[config.mk]
export PLATFORM = sky130hd
export DESIGN_NAME = fetch_debug_controller
export DESIGN_NICKNAME = d
export VERILOG_FILES = /design/src/rtl/fetch_debug_controller_pkg.sv /design/src/rtl/fetch_debug_controller_load.sv /design/src/rtl/fetch_debug_controller.sv
export SDC_FILE = /design/constraint.sdc
export NUM_CORES = 1
export LEC_CHECK = 0
export ABC_AREA = 1
export CAP_MARGIN = 10
export CORE_MARGIN = 2
export CORE_UTILIZATION = 40
export CTS_CLUSTER_DIAMETER = 100
export DETAILED_ROUTE_END_ITERATION = 8
export PLACE_DENSITY = 0.64
export SLEW_MARGIN = 20
export SYNTH_ARGS = -nofsm -noshare
export SYNTH_HDL_FRONTEND = slang
export SYNTH_HIERARCHICAL = 1
export SYNTH_SLANG_ARGS = --single-unit
[constraint.sdc]
create_clock -name i_clock -period 2.1 [get_ports i_clock]
set_input_delay 0.21 -clock i_clock [delete_from_list [all_inputs] [get_ports i_clock]]
set_output_delay 0.21 -clock i_clock [all_outputs]
set_load 0.02 [all_outputs]
[src/rtl/fetch_debug_controller_pkg.sv]
// Shared constants for the fetch debug controller: command bytes, state encoding, length width.
package fetch_debug_controller_pkg;

  // Width of the little-endian byte-count field that follows a load command
  localparam int unsigned NB_LENGTH = 16;

  // UART command bytes
  localparam logic [7:0] CMD_LOAD  = 8'h4C;  // 'L'
  localparam logic [7:0] CMD_RUN   = 8'h43;  // 'C'
  localparam logic [7:0] CMD_STEP  = 8'h53;  // 'S'
  localparam logic [7:0] CMD_RESET = 8'h52;  // 'R'

  // State encoding, also exported on o_state for debug
  localparam logic [2:0] STATE_IDLE        = 3'd0;
  localparam logic [2:0] STATE_LOAD_LEN_LO = 3'd1;
  localparam logic [2:0] STATE_LOAD_LEN_HI = 3'd2;
  localparam logic [2:0] STATE_LOAD_DATA   = 3'd3;
  localparam logic [2:0] STATE_RUN         = 3'd4;
  localparam logic [2:0] STATE_STEP        = 3'd5;
  localparam logic [2:0] STATE_FINISH      = 3'd6;

  typedef enum logic [2:0] {
    StIdle      = STATE_IDLE,
    StLoadLenLo = STATE_LOAD_LEN_LO,
    StLoadLenHi = STATE_LOAD_LEN_HI,
    StLoadData  = STATE_LOAD_DATA,
    StRun       = STATE_RUN,
    StStep      = STATE_STEP,
    StFinish    = STATE_FINISH
  } state_e;

endpackage

[src/rtl/fetch_debug_controller_load.sv]
// Program-load bookkeeping: captures the byte count, tracks the byte index,
// flags bytes beyond memory capacity and generates the registered write strobe.
module program_load_counter
  import fetch_debug_controller_pkg::*;
#(
  parameter int unsigned NB_BYTE                = 8,
  parameter int unsigned NB_INSTRUCTION_ADDRESS = 7
) (
  input  logic               i_clock,
  input  logic               i_reset,
  input  logic               i_start,
  input  logic               i_len_lo_valid,
  input  logic               i_len_hi_valid,
  input  logic               i_data_valid,
  input  logic [NB_BYTE-1:0] i_rx_data,
  output logic               o_len_zero,
  output logic               o_last_byte,
  output logic [NB_BYTE-1:0] o_load_byte,
  output logic               o_write_enable,
  output logic               o_overflow
);

  logic [NB_BYTE-1:0]   r_len_lo;
  logic [NB_LENGTH-1:0] r_length;
  logic [NB_LENGTH-1:0] r_index;
  logic [NB_BYTE-1:0]   r_load_byte;
  logic                 r_write_enable;
  logic                 r_overflow;
  logic                 w_in_range;

  // Index fits in memory when no bits above the address width are set
  assign w_in_range  = (r_index >> NB_INSTRUCTION_ADDRESS) == '0;
  assign o_len_zero  = ({i_rx_data, r_len_lo} == '0);
  assign o_last_byte = ((r_index + NB_LENGTH'(1)) == r_length);

  // Length capture, index tracking, overflow flag and one-cycle-latency write strobe
  always_ff @(posedge i_clock) begin
    if (i_reset) begin
      r_len_lo       <= '0;
      r_length       <= '0;
      r_index        <= '0;
      r_load_byte    <= '0;
      r_write_enable <= 1'b0;
      r_overflow     <= 1'b0;
    end else begin
      r_write_enable <= 1'b0;
      if (i_start) begin
        r_overflow <= 1'b0;
        r_index    <= '0;
      end
      if (i_len_lo_valid) begin
        r_len_lo <= i_rx_data;
      end
      if (i_len_hi_valid) begin
        r_length <= NB_LENGTH'({i_rx_data, r_len_lo});
        r_index  <= '0;
      end
      if (i_data_valid) begin
        r_index <= r_index + NB_LENGTH'(1);
        if (w_in_range) begin
          r_load_byte    <= i_rx_data;
          r_write_enable <= 1'b1;
        end else begin
          r_overflow <= 1'b1;
        end
      end
    end
  end

  assign o_load_byte = r_load_byte;
  // A reset arriving while a strobe is pending suppresses it
  assign o_write_enable = r_write_enable & ~i_reset;
  assign o_overflow     = r_overflow;

endmodule

[src/rtl/fetch_debug_controller.sv]
// Command sequencer in front of instruction fetch: load, run, step and PC reset
// driven by UART command bytes, with a run watchdog and a completion pulse.
module fetch_debug_controller
  import fetch_debug_controller_pkg::*;
#(
  parameter int unsigned NB_DATA                = 32,
  parameter int unsigned NB_BYTE                = 8,
  parameter int unsigned NB_INSTRUCTION_ADDRESS = 7,
  parameter int unsigned MAX_RUN_CYCLES         = 1024
) (
  input  logic               i_clock,
  input  logic               i_reset,
  input  logic [NB_BYTE-1:0] i_rx_data,
  input  logic               i_rx_valid,
  input  logic               i_is_end,
  output logic [NB_BYTE-1:0] o_load_program_byte,
  output logic               o_load_program_write_enable,
  output logic               o_pc_reset,
  output logic               o_pc_enable,
  output logic               o_busy,
  output logic               o_done,
  output logic               o_timeout,
  output logic               o_load_overflow,
  output logic [NB_DATA-1:0] o_cycle_count,
  output logic [2:0]         o_state
);

  localparam int unsigned NB_RUN = $clog2(MAX_RUN_CYCLES + 1);

  state_e              r_state;
  state_e              w_next_state;
  logic                r_pc_reset;
  logic                r_timeout;
  logic [NB_DATA-1:0]  r_cycle_count;
  logic [NB_RUN-1:0]   r_run_count;

  logic w_cmd_load;
  logic w_cmd_run;
  logic w_cmd_reset;
  logic w_pc_enable;
  logic w_done;
  logic w_timeout_hit;
  logic w_len_zero;
  logic w_last_byte;

  // State register
  always_ff @(posedge i_clock) begin
    if (i_reset) begin
      r_state <= StIdle;
    end else begin
      r_state <= w_next_state;
    end
  end

  // Next-state decode, command acceptance and PC-enable generation
  always_comb begin
    w_next_state  = r_state;
    w_cmd_load    = 1'b0;
    w_cmd_run     = 1'b0;
    w_cmd_reset   = 1'b0;
    w_pc_enable   = 1'b0;
    w_done        = 1'b0;
    w_timeout_hit = 1'b0;
    unique case (r_state)
      StIdle: begin
        if (i_rx_valid) begin
          case (i_rx_data)
            CMD_LOAD: begin
              w_cmd_load   = 1'b1;
              w_next_state = StLoadLenLo;
            end
            CMD_RUN: begin
              w_cmd_run    = 1'b1;
              w_next_state = StRun;
            end
            CMD_STEP:  w_next_state = i_is_end ? StFinish : StStep;
            CMD_RESET: begin
              w_cmd_reset  = 1'b1;
              w_next_state = StFinish;
            end
            default: w_next_state = StIdle;
          endcase
        end
      end
      StLoadLenLo: if (i_rx_valid) w_next_state = StLoadLenHi;
      StLoadLenHi: if (i_rx_valid) w_next_state = w_len_zero ? StFinish : StLoadData;
      StLoadData:  if (i_rx_valid && w_last_byte) w_next_state = StFinish;
      StRun: begin
        // Program end wins over the watchdog when both happen together
        if (i_is_end) begin
          w_next_state = StFinish;
        end else if (r_run_count == NB_RUN'(MAX_RUN_CYCLES)) begin
          w_timeout_hit = 1'b1;
          w_next_state  = StFinish;
        end else begin
          w_pc_enable = 1'b1;
        end
      end
      StStep: begin
        w_pc_enable  = 1'b1;
        w_next_state = StFinish;
      end
      StFinish: begin
        w_done       = 1'b1;
        w_next_state = StIdle;
      end
      default: w_next_state = StIdle;
    endcase
  end

  // PC-reset pulse, cycle counter, run watchdog counter and sticky timeout
  always_ff @(posedge i_clock) begin
    if (i_reset) begin
      r_pc_reset    <= 1'b0;
      r_cycle_count <= '0;
      r_run_count   <= '0;
      r_timeout     <= 1'b0;
    end else begin
      r_pc_reset <= w_cmd_load | w_cmd_reset;
      if (w_cmd_load || w_cmd_reset) begin
        r_cycle_count <= '0;
      end else if (w_pc_enable) begin
        r_cycle_count <= r_cycle_count + NB_DATA'(1);
      end
      if (w_cmd_run) begin
        r_run_count <= '0;
      end else if (w_pc_enable && r_state == StRun) begin
        r_run_count <= r_run_count + NB_RUN'(1);
      end
      if (w_cmd_reset) begin
        r_timeout <= 1'b0;
      end else if (w_timeout_hit) begin
        r_timeout <= 1'b1;
      end
    end
  end

  program_load_counter #(
    .NB_BYTE               (NB_BYTE),
    .NB_INSTRUCTION_ADDRESS(NB_INSTRUCTION_ADDRESS)
  ) u_load (
    .i_clock       (i_clock),
    .i_reset       (i_reset),
    .i_start       (w_cmd_load),
    .i_len_lo_valid(i_rx_valid && r_state == StLoadLenLo),
    .i_len_hi_valid(i_rx_valid && r_state == StLoadLenHi),
    .i_data_valid  (i_rx_valid && r_state == StLoadData),
    .i_rx_data     (i_rx_data),
    .o_len_zero    (w_len_zero),
    .o_last_byte   (w_last_byte),
    .o_load_byte   (o_load_program_byte),
    .o_write_enable(o_load_program_write_enable),
    .o_overflow    (o_load_overflow)
  );

  // Strobes are masked during reset so an abort never emits a stray pulse
  assign o_pc_enable   = w_pc_enable & ~i_reset;
  assign o_done        = w_done & ~i_reset;
  assign o_pc_reset    = r_pc_reset & ~i_reset;
  assign o_busy        = (r_state != StIdle);
  assign o_timeout     = r_timeout;
  assign o_cycle_count = r_cycle_count;
  assign o_state       = r_state;

endmodule

---- Word level (Yosys, flattened, before mapping) ----
Index checks and enable logic that the tools add are counted.
word-level totals
  register bits after elaboration ......... 98
  latch bits .............................. 0
  bits in writable memories ............... 0
  memory bits (read-only) ................. 0
  bits of input ports ..................... 12
  output and inout port bits .............. 50
  logic and storage cells ................. 88
  memories ................................ 0
operators by class
  add/sub/neg operators ................... 3
  multipliers ............................. 0
  divide/modulo/power cells ............... 0
  magnitude comparators ................... 0
  equal/unequal tests ..................... 17
  shift-type cells ........................ 0
  mux-type cells .......................... 33
  bitwise gates (word level) .............. 7
  reductions and logical operators ........ 17
operators with widths
  cell                   number
  $mux 16                3
  $add 32x1->32 const B  1
  $eq 8x7->1 const B     4
  $logic_not 16->1       2
  $mux 3                 7
  $mux 1                 19
  $pmux 3 s6             1
  $add 16x1->16 const B  1
  $eq 16x16->1           1
  $pmux 3 s4             1
  $add 11x1->11 const B  1
  $eq 11x11->1 const B   1
  $eq 3x3->1 const B     3
  $ne 2x2->1 const B     4
  $reduce_or 2->1        4
  $eq 3x2->1 const B     2
  $reduce_bool 3->1      2
  $logic_and 1x1->1      5
  $reduce_and 5->1       1
  $and 1x1->1            4
  $eq 3x1->1 const B     1
  $logic_not 3->1        1
  $ne 3x3->1 const B     1
  $mux 2                 1
  5 further kinds        6

---- Longest topological paths before layout ----
Gate-level depths: netlist (run 1).
  depth in word-level cells ............... 7
  mapped depth ............................ 21
  mapped depth without buffers ............ 21

---- By module ----
Netlist (run 1), hierarchy kept.
modules (own cells, without submodules)
  module                  times used  cells an instance  area an instance (µm²)  seq. area each (µm²)
  fetch_debug_controller  1           497                3019.1                  960.9
  program_load_counter    1           367                2477.4                  1001.0

---- Worst setup path before layout (run 1) ----
Ideal clock, no wire load.
  path type ............................... reg2reg
  start ................................... reg u_load.r_index[0]
  end ..................................... reg r_state[1] (netlist: o_state[1])
  data arrival time ....................... 1.933 ns
  data required time ...................... 1.976 ns
  path slack .............................. 0.043 ns
  stages on the path, launching flop included .. 17
  buffers on the path ..................... 0
  cells stage by stage .................... dfxtp_1 ha_1 nand3_2 inv_2 nand3_1 xor2_1 xnor2_1 nand3_1 nor2_2 nand3b_1 a21oi_1 inv_1 nand2_1 inv_1 nor2_1 nor2_1 nor2_1
on the way
  word-level cells in the longest chain between the ends .. 5
ends and longest elaborated chain
  element                            RTL line                           source
  from (decl)                        fetch_debug_controller_load.sv:25  logic [NB_LENGTH-1:0] r_index;
  from (signal assigned)             fetch_debug_controller_load.sv:59  r_index <= r_index + NB_LENGTH'(1);
  $add 16x1->16                      fetch_debug_controller_load.sv:34  assign o_last_byte = ((r_index + NB_LENGTH'(1)) == r_length);
  $eq 16x16->1                       fetch_debug_controller_load.sv:34
  net w_last_byte                    fetch_debug_controller.sv:44       logic w_last_byte;
  $logic_and 1x1->1                  fetch_debug_controller.sv:87       StLoadData: if (i_rx_valid && w_last_byte) w_next_state = StFinish;
  $ne 2x2->1 (no source line)        -
  $reduce_and 5->1 (no source line)  -
  to (signal assigned)               fetch_debug_controller.sv:49       r_state <= StIdle;
  to (signal assigned)               fetch_debug_controller.sv:51       r_state <= w_next_state;
  to (decl)                          fetch_debug_controller.sv:30       state_e r_state;
The timed path passes the listed nets, and every way through them passes these cells.
A chain may end at the register's enable or synchronous reset.

---- Final worst setup path (run 1) ----
Ends and elaborated chain as after synthesis.

==> results of run 1 <==
==> worst max-delay path by stage <==
stage,end,slack (ps),depth (start not counted),start
3_3_place_gp,u_load/r_index[13]$_SDFFE_PP0P_,-130,11,i_rx_data[7]
4_1_cts,o_state[1]$_SDFFE_PP0P_,-50,19,u_load/r_index[0]$_SDFFE_PP0P_
5_1_grt,o_state[1]$_SDFFE_PP0P_,-250,21,u_load/r_index[0]$_SDFFE_PP0P_
6_report,o_state[1]$_SDFFE_PP0P_,-20,19,u_load/r_index[0]$_SDFFE_PP0P_
2_1_floorplan,o_state[1]$_SDFFE_PP0P_,40,16,u_load/r_index[0]$_SDFFE_PP0P_
3_5_place_dp,u_load/r_index[13]$_SDFFE_PP0P_,-230,11,i_rx_data[7]
==> critical path, delay by kind of cell (launching register included) <==
kind	cells	cell delay, ps
flops	1	370
compound gates	1	60
simple gates	14	1250
fa+ha+maj	1	160
buf+inv	3	190
==> layout by cell type (no fill, tap or decap), types with 4 or more instances in the layout <==
master,Yosys,routed
nand2_1,246,239
nor2_1,133,131
dfxtp_1,98,91
inv_1,91,90
a21oi_1,66,66
nand3_1,62,61
clkdlybuf4s50_1,0,59
buf_4,4,47
o21ai_0,37,36
nor3_1,20,19
nand4_1,15,15
nor2_2,9,10
nand2_2,3,9
xor2_1,10,9
clkbuf_16,0,9
xnor2_1,7,7
nor2_4,5,6
nor4_1,5,5
nand3_2,6,5
nand3b_1,5,5
dfxtp_2,0,5
inv_2,4,4
==> final cells by class <==
class / count / area [µm²]
fill: 1350 / 6360
clock inverter: 7 / 78.8
sequential: 98 / 1980
timing repair buffer: 111 / 995
multi-input combinational: 647 / 3130
inverter: 95 / 359
clock buffer: 9 / 225
tap: 176 / 220
==> logic make-up after synthesis <==
logic type	after synthesis	share of synthesized area (%)
XOR/XNOR	18	3.14
AND/OR/NAND/NOR	516	40.8
AO/OA/AOI/OAI	109	10.4
adder cells (fa/ha/maj)	4	0.911
buffers and inverters	119	9.04
flip-flops	98	35.7
==> power breakdown <==
part / internal (µW) / switching (µW)
clock network: 932 / 779
registers: 1860 / 3.36
logic: 64.0 / 92.3
total: 2850 / 875
==> routing by layer <==
metal  part of all wire (%)  GRT usage [%]  routed length [µm]  vias up
met3                    4.4           3.24                 639       25
met2                     44           32.0                6500      116
met4                    2.2           8.33                 327        0
met5                      0              0                   0        -
met1                     49           29.4                7210     2488
li1                       -              -                   -     2970
==> stage by stage <==
stage / power (µW) / utilization, % / instance area [µm²]
final: 3730 / 52.3 / 6990
after global routing: 3870 / 52.3 / 6990
after CTS: 3770 / 52.0 / 6940
after detailed placement: 2060 / 49.1 / 6550
after global placement: 2060 / 49.1 / 6550
after floorplan: 1980 / - / 5500
==> what timing repair did <==
action	in CTS	in global routing
gates resized for setup	19	19
endpoints found under the setup margin	4	8
pin swaps	14	13
buffers inserted	2	0
==> registers in the layout, indices dropped and copies added, names as in the netlist <==
| signal | cells |
|---|---|
| o_cycle_count | 32 |
| o_state | 3 |
| o_timeout | 1 |
| r_pc_reset | 1 |
| r_run_count | 11 |
| u_load/o_load_byte | 8 |
| u_load/o_overflow | 1 |
| u_load/r_index | 16 |
| u_load/r_len_lo | 8 |
| u_load/r_length | 16 |
| u_load/r_write_enable | 1 |
==> results.md, run 1 <==
- Mapped Area: 5500 µm²
- Synth top area cells: dfxtp_1 (36%), nand2_1 (17%), nor2_1 (9.1%), inv_1 (6.2%), a21oi_1 (6.0%)
- CP Capture Type: flip-flop
- DP Cell Count: roughly 1,100
- Final slew viol count: 0
- Clock slew seen by the registers of the worst setup and hold paths: ~70 ps
- Area leader, netlist: dfxtp_1
- Final routed DRC violation total: 0
- CORE AREA: roughly 13,000 µm²
- Routed length per placed instance: about 13 µm
- LEAKAGE: 0.00272 µW
- PD cells: ~530 nW/µm²
- Syn avg cell area: ~6.4 µm²
- Share of the yosys chip area belonging to registers: 35.7%
- Initial Utilization: 41.2%
- TritonCTS clock tree: done
- Worst slew margin relative to its limit: ~56%
- H-tree Lvls: 3
- Share of the synthesized area in the top cell type: 35.7%
- Post-CTS Hold Buffers: 0
- Maximum vdd ir drop: a little over 0.0004 V
- Critical Path Fanout Max: 4
- RSZ-0062 raised after global routing: yes
- Final period util: 101%
- Required time of the worst setup path: 2350 ps
- Synth warn: 6
- Via density per instance: 4.90
- R2R Setup Slk: -20 ps
- Register bit total from synthesis: 98
- Gr ovfl total: 0
- Final Hold Viols: 0
- Row cnt: 42
- Largest incremental delay on the critical path: 370 ps
- Most common cell in the netlist: nand2_1
- Setup TNS: -29.4 ps
- DR vias: 5,599
- Largest net degree at the start of global routing: 53
- First-pass GRT wire length: 24,700 µm
- CTS buffer count: 9
- Fraction of layout instances using a drive strength above 1: 12.4%
- Post-detailed-route count of antenna-violating nets: 0
- Worst Tran Pin Value: 662 ps
- Worst reg2reg path endpoint: o_state[1]$_SDFFE_PP0P_
- Synthesized instance count: 864
- Worst Hold Depth: 2
- Routability cong.: 0.901
- Vias in the first global route: 5,120
- FF-to-FF path depth: 19
- FF-to-FF Start: u_load/r_index[0]$_SDFFE_PP0P_
- Final Net Count: 978
- Syn nets: 880
- Most frequent cells after synthesis: nand2_1 (246), nor2_1 (133), dfxtp_1 (98), inv_1 (91), a21oi_1 (66)
- Distinct cells, synth: 34
- CP arrival: 2370 ps
- # diodes: 0
- GRT Total Usage: 20.9%
- Clock Tree Root: clkbuf_16
- Num Clock Sinks: 98
- Final std cells w/o fill: 1,143
- Post-Route WL: roughly 15,000 µm
- Setup Skew: 5.62 ps
- Number of flops mapped to enable cells by yosys: 0
- Worst Setup Start Kind: flip-flop
- Clk_lat worst skew: 350 ps
- Post-synthesis async set-or-reset flop share: 0%
- Initial antenna violation count: 0
- Starting DRT DRC Count: 332
- Failing checks: setup timing
- Worst-path cell chain: ha_4 -> nand3_4 -> nor2_4 -> nand4_1 -> nand3_1 -> nand2_1 -> inv_1 -> nand2_1 -> nor2_1 -> nand2_1 -> nor2_2 -> nand3b_1 -> a21oi_1 -> inv_1 -> nand2_2 -> inv_2 -> nor2_1 -> nor2_1 -> nor2_1
- Max-Cap Viols: 0
- IO buf count: 61
- Total Die Area: 14,700 µm²
- Post-DP HPWL: 10,800 µm
- I/O pins: 62
- Hold Worst Slack: around 460 ps
- Class of the worst hold path: reg -> reg
- Final WS setup: -25.0 ps
- Max Clk Rate: 0.471 GHz
- Clock buffer depth: 2
- Ys flop type: dfxtp_1
- Worst hold endpoint: u_load/o_load_byte[7]$_SDFFE_PP0P_
- Setup CP Type: reg -> reg
- DR pass1 iterations: 5
- Placement Setup Slack: -227 ps
- Crit-path most repeated cell: nor2_1
- Die height: 121 µm
- Die Span X: 121 µm
- # setup viols final: 2
- Area added between synthesis and finish: 27.1%
- Status: finished with violations
- Slowest CP cell: dfxtp_4
- Hold path startpoint: u_load/o_load_byte[7]$_SDFFE_PP0P_
- Tmin final: ~2100 ps
(Power assumes the default switching activity.)
==> run 2: changes to the inputs <==
- CTS_BUF_LIST: unset -> sky130_fd_sc_hd__clkbuf_4
==> run 2 against run 1 <==
The flow still finishes with violations (setup timing). Non-clock buffer count rose by 2. Clock power fell by 37%. Power fell by 17%. Clock skew rose by 3.4 ps. Count of clock-buffer cells in the layout did not move. Via count rose by 0.41%. Critical path type unchanged. Critical endpoint unchanged.
==> results.md, run 2 (same netlist as run 1, synthesis figures left out) <==
- Row cnt: 42 (unchanged)
- PD cells: 451 nW/µm² (-15%)
- Dpl cell area: 6550 µm² (unchanged)
- Initial antenna violation count: 0 (unchanged)
- Worst-path cell chain: buf_6 -> nand2_4 -> nor2_4 -> nand2_1 -> nand2_2 -> nand2_2 -> nand2_1 -> nand2_1 -> nor2_1 -> nand2_1 -> nor2_1 -> nand2_1 -> nor2_2 -> nand3b_1 -> a21oi_1 -> inv_1 -> nand2_2 -> inv_2 -> nor2_1 -> nor2_1 -> nor2_1
- Max-Cap Viols: 0 (unchanged)
- Setup CP Type: reg -> reg
- Final Net Count: 980 (+0.20%)
- Maximum vdd ir drop: 0.000293 V (-28%)
- First-pass GRT wire length: 24,700 µm (-0.19%)
- Clock Tree Root: clkbuf_4
- CP bufs+invs: 3 (unchanged)
- Worst Tran Pin Value: 679 ps (+16.9 ps)
- Final routed DRC violation total: 0 (unchanged)
- CP Capture Type: flip-flop
- Worst Hold Depth: 4 (+2)
- TritonCTS clock tree: done
- Worst Setup Start Kind: flip-flop
- IO buf count: 61 (unchanged)
- Largest net degree at the start of global routing: 53 (unchanged)
- Max Clk Rate: 0.466 GHz (-0.91%)
- Starting DRT DRC Count: 323 (-2.7%)
- Post-Route WL: 14,600 µm (-0.15%)
- Crit path depth: 21 (+2)
- Vias in the first global route: 5,134 (+0.27%)
- Via density per instance: 4.91 (+0.24%)
- Die Span X: 121 µm (unchanged)
- Routability cong.: 0.901 (unchanged)
- CP arrival: 2540 ps (+170 ps)
- Final core occ: 51.4% (-0.96 points)
- Failing checks: setup timing
- Leading cell type in the layout, fill and taps excluded: nand2_1
- Hold Worst Slack: 464 ps (+1.41 ps)
- Die height: 121 µm (unchanged)
- Post-detailed-route count of antenna-violating nets: 0 (unchanged)
- FF-to-FF path depth: 21 (+2)
- Fraction of layout instances using a drive strength above 1: 13.3% (+0.90 points)
- Placement Setup Slack: -227 ps (unchanged)
- Hold path startpoint: i_rx_data[7]
- Clock slew seen by the registers of the worst setup and hold paths: 160 ps (+90 ps)
- Slowest CP cell: dfxtp_4
- DR pass1 iterations: 7 (+2)
- Final Hold Viols: 0 (unchanged)
- Post-DP HPWL: 10,800 µm (unchanged)
- Required time of the worst setup path: 2500 ps (+150 ps)
- Final WS setup: -44.6 ps (-19.6 ps)
- Tmin final: 2140 ps (+19.6 ps)
- Initial Utilization: 41.2% (unchanged)
- FF-to-FF Start: u_load/r_index[1]$_SDFFE_PP0P_
- GRT Total Usage: 20.8% (-0.062 points)
- Routed length per placed instance: 12.8 µm (-0.32%)
- Gr ovfl total: 0 (unchanged)
- H-tree Lvls: 3 (unchanged)
- Final Cell Area: 6860 µm² (-1.8%)
- I/O pins: 62 (unchanged)
- LEAKAGE: 0.00265 µW (-2.4%)
- CORE AREA: 13,300 µm² (unchanged)
- Clock buffer depth: 2 (unchanged)
- Worst slew margin relative to its limit: 54.6% (-1.1 points)
- Setup Skew: 9.04 ps (+3.42 ps)
- # diodes: 0 (unchanged)
- Most frequent cells in the layout: nand2_1 (235), nor2_1 (131), dfxtp_1 (90), inv_1 (89), a21oi_1 (65)
- Clk_lat worst skew: 480 ps (+130 ps)
- Critical Path Fanout Max: 6 (+2)
- Num Clock Sinks: 98 (unchanged)
- Class of the worst hold path: in -> reg
- # setup viols final: 3 (+1)
- Final period util: 102% (+0.93 points)
- Area added between synthesis and finish: 24.8%
- Total Die Area: 14,700 µm² (unchanged)
- Final Total Pwr: 3100 µW (-17%)
- RSZ-0062 raised after global routing: yes
- Largest incremental delay on the critical path: 400 ps (+30 ps)
- Final slew viol count: 0 (unchanged)
- Max FFs per register: 32 (unchanged)
- Crit. Startpoint: u_load/r_index[1]$_SDFFE_PP0P_
- CTS buffer count: 9 (unchanged)
- DR vias: 5,622 (+0.41%)
- Critical path's top delay family: simple AND/OR/NAND/NOR gates
- Status: finished with violations
[run 2: changes by cell type in the layout (fill, tap and decap cells not counted), sizes merged]
cell          before  now
buf               50   53
clkbuf            10    9
dlygate4sd2        0    1
dlymetal6s2s       1    0
[run 2: layer usage]
layer	routed length (µm)	global-route usage, %	vias up
met5	0	0	-
met4	320	8.26	0
met3	688	3.24	22
met2	6560	32.1	120
met1	7080	29.1	2513
li1	-	-	2967
[run 2: area by class of cell]
type	instances	area, µm²
clock inverter	7	78.8
sequential	98	1980
timing repair buffer	113	1000
tap	176	220
fill	1379	6490
clock buffer	9	67.6
multi-input combinational	647	3150
inverter	95	359
[run 2: what timing repair did]
item / CTS / global route
pin swaps: 12 / 12
hold buffers: 0 / 0
setup buffers: 3 / 1
setup endpoints to repair: 5 / 6
gates resized for setup: 24 / 24
[run 2: final timing paths]
kind	to	slack (ps)
worst max-delay path	o_state[1]$_SDFFE_PP0P_	-40
worst min-delay path	u_load/o_load_byte[7]$_SDFFE_PP0P_	460
worst max register to register	o_state[1]$_SDFFE_PP0P_	-40
worst min register to register	u_load/o_load_byte[7]$_SDFFE_PP0P_	470
[run 2: where the power goes]
part | switching [µW] | internal, µW
sequential | 3.38 | 1860
combinational | 93.0 | 64.2
clock | 705 | 370
[run 2: worst min-delay path, cell delays in order]
cell and delay (ps):
clkdlybuf4s50_1 410, buf_4 160, nand3_1 70, a21oi_1 60
[run 2: per-stage QoR]
stage	instances	setup TNS (ps)
floorplan	864	0
global placement	1125	-2650
detailed placement	1125	-4060
CTS	1144	-199
global route	1145	-800
finish	1145	-114
==> run 3: changes to the inputs <==
- CTS_CLUSTER_SIZE: unset -> 10
==> results of run 3 <==
No change in the layout: final DEF, timing and power equal those of run 2.
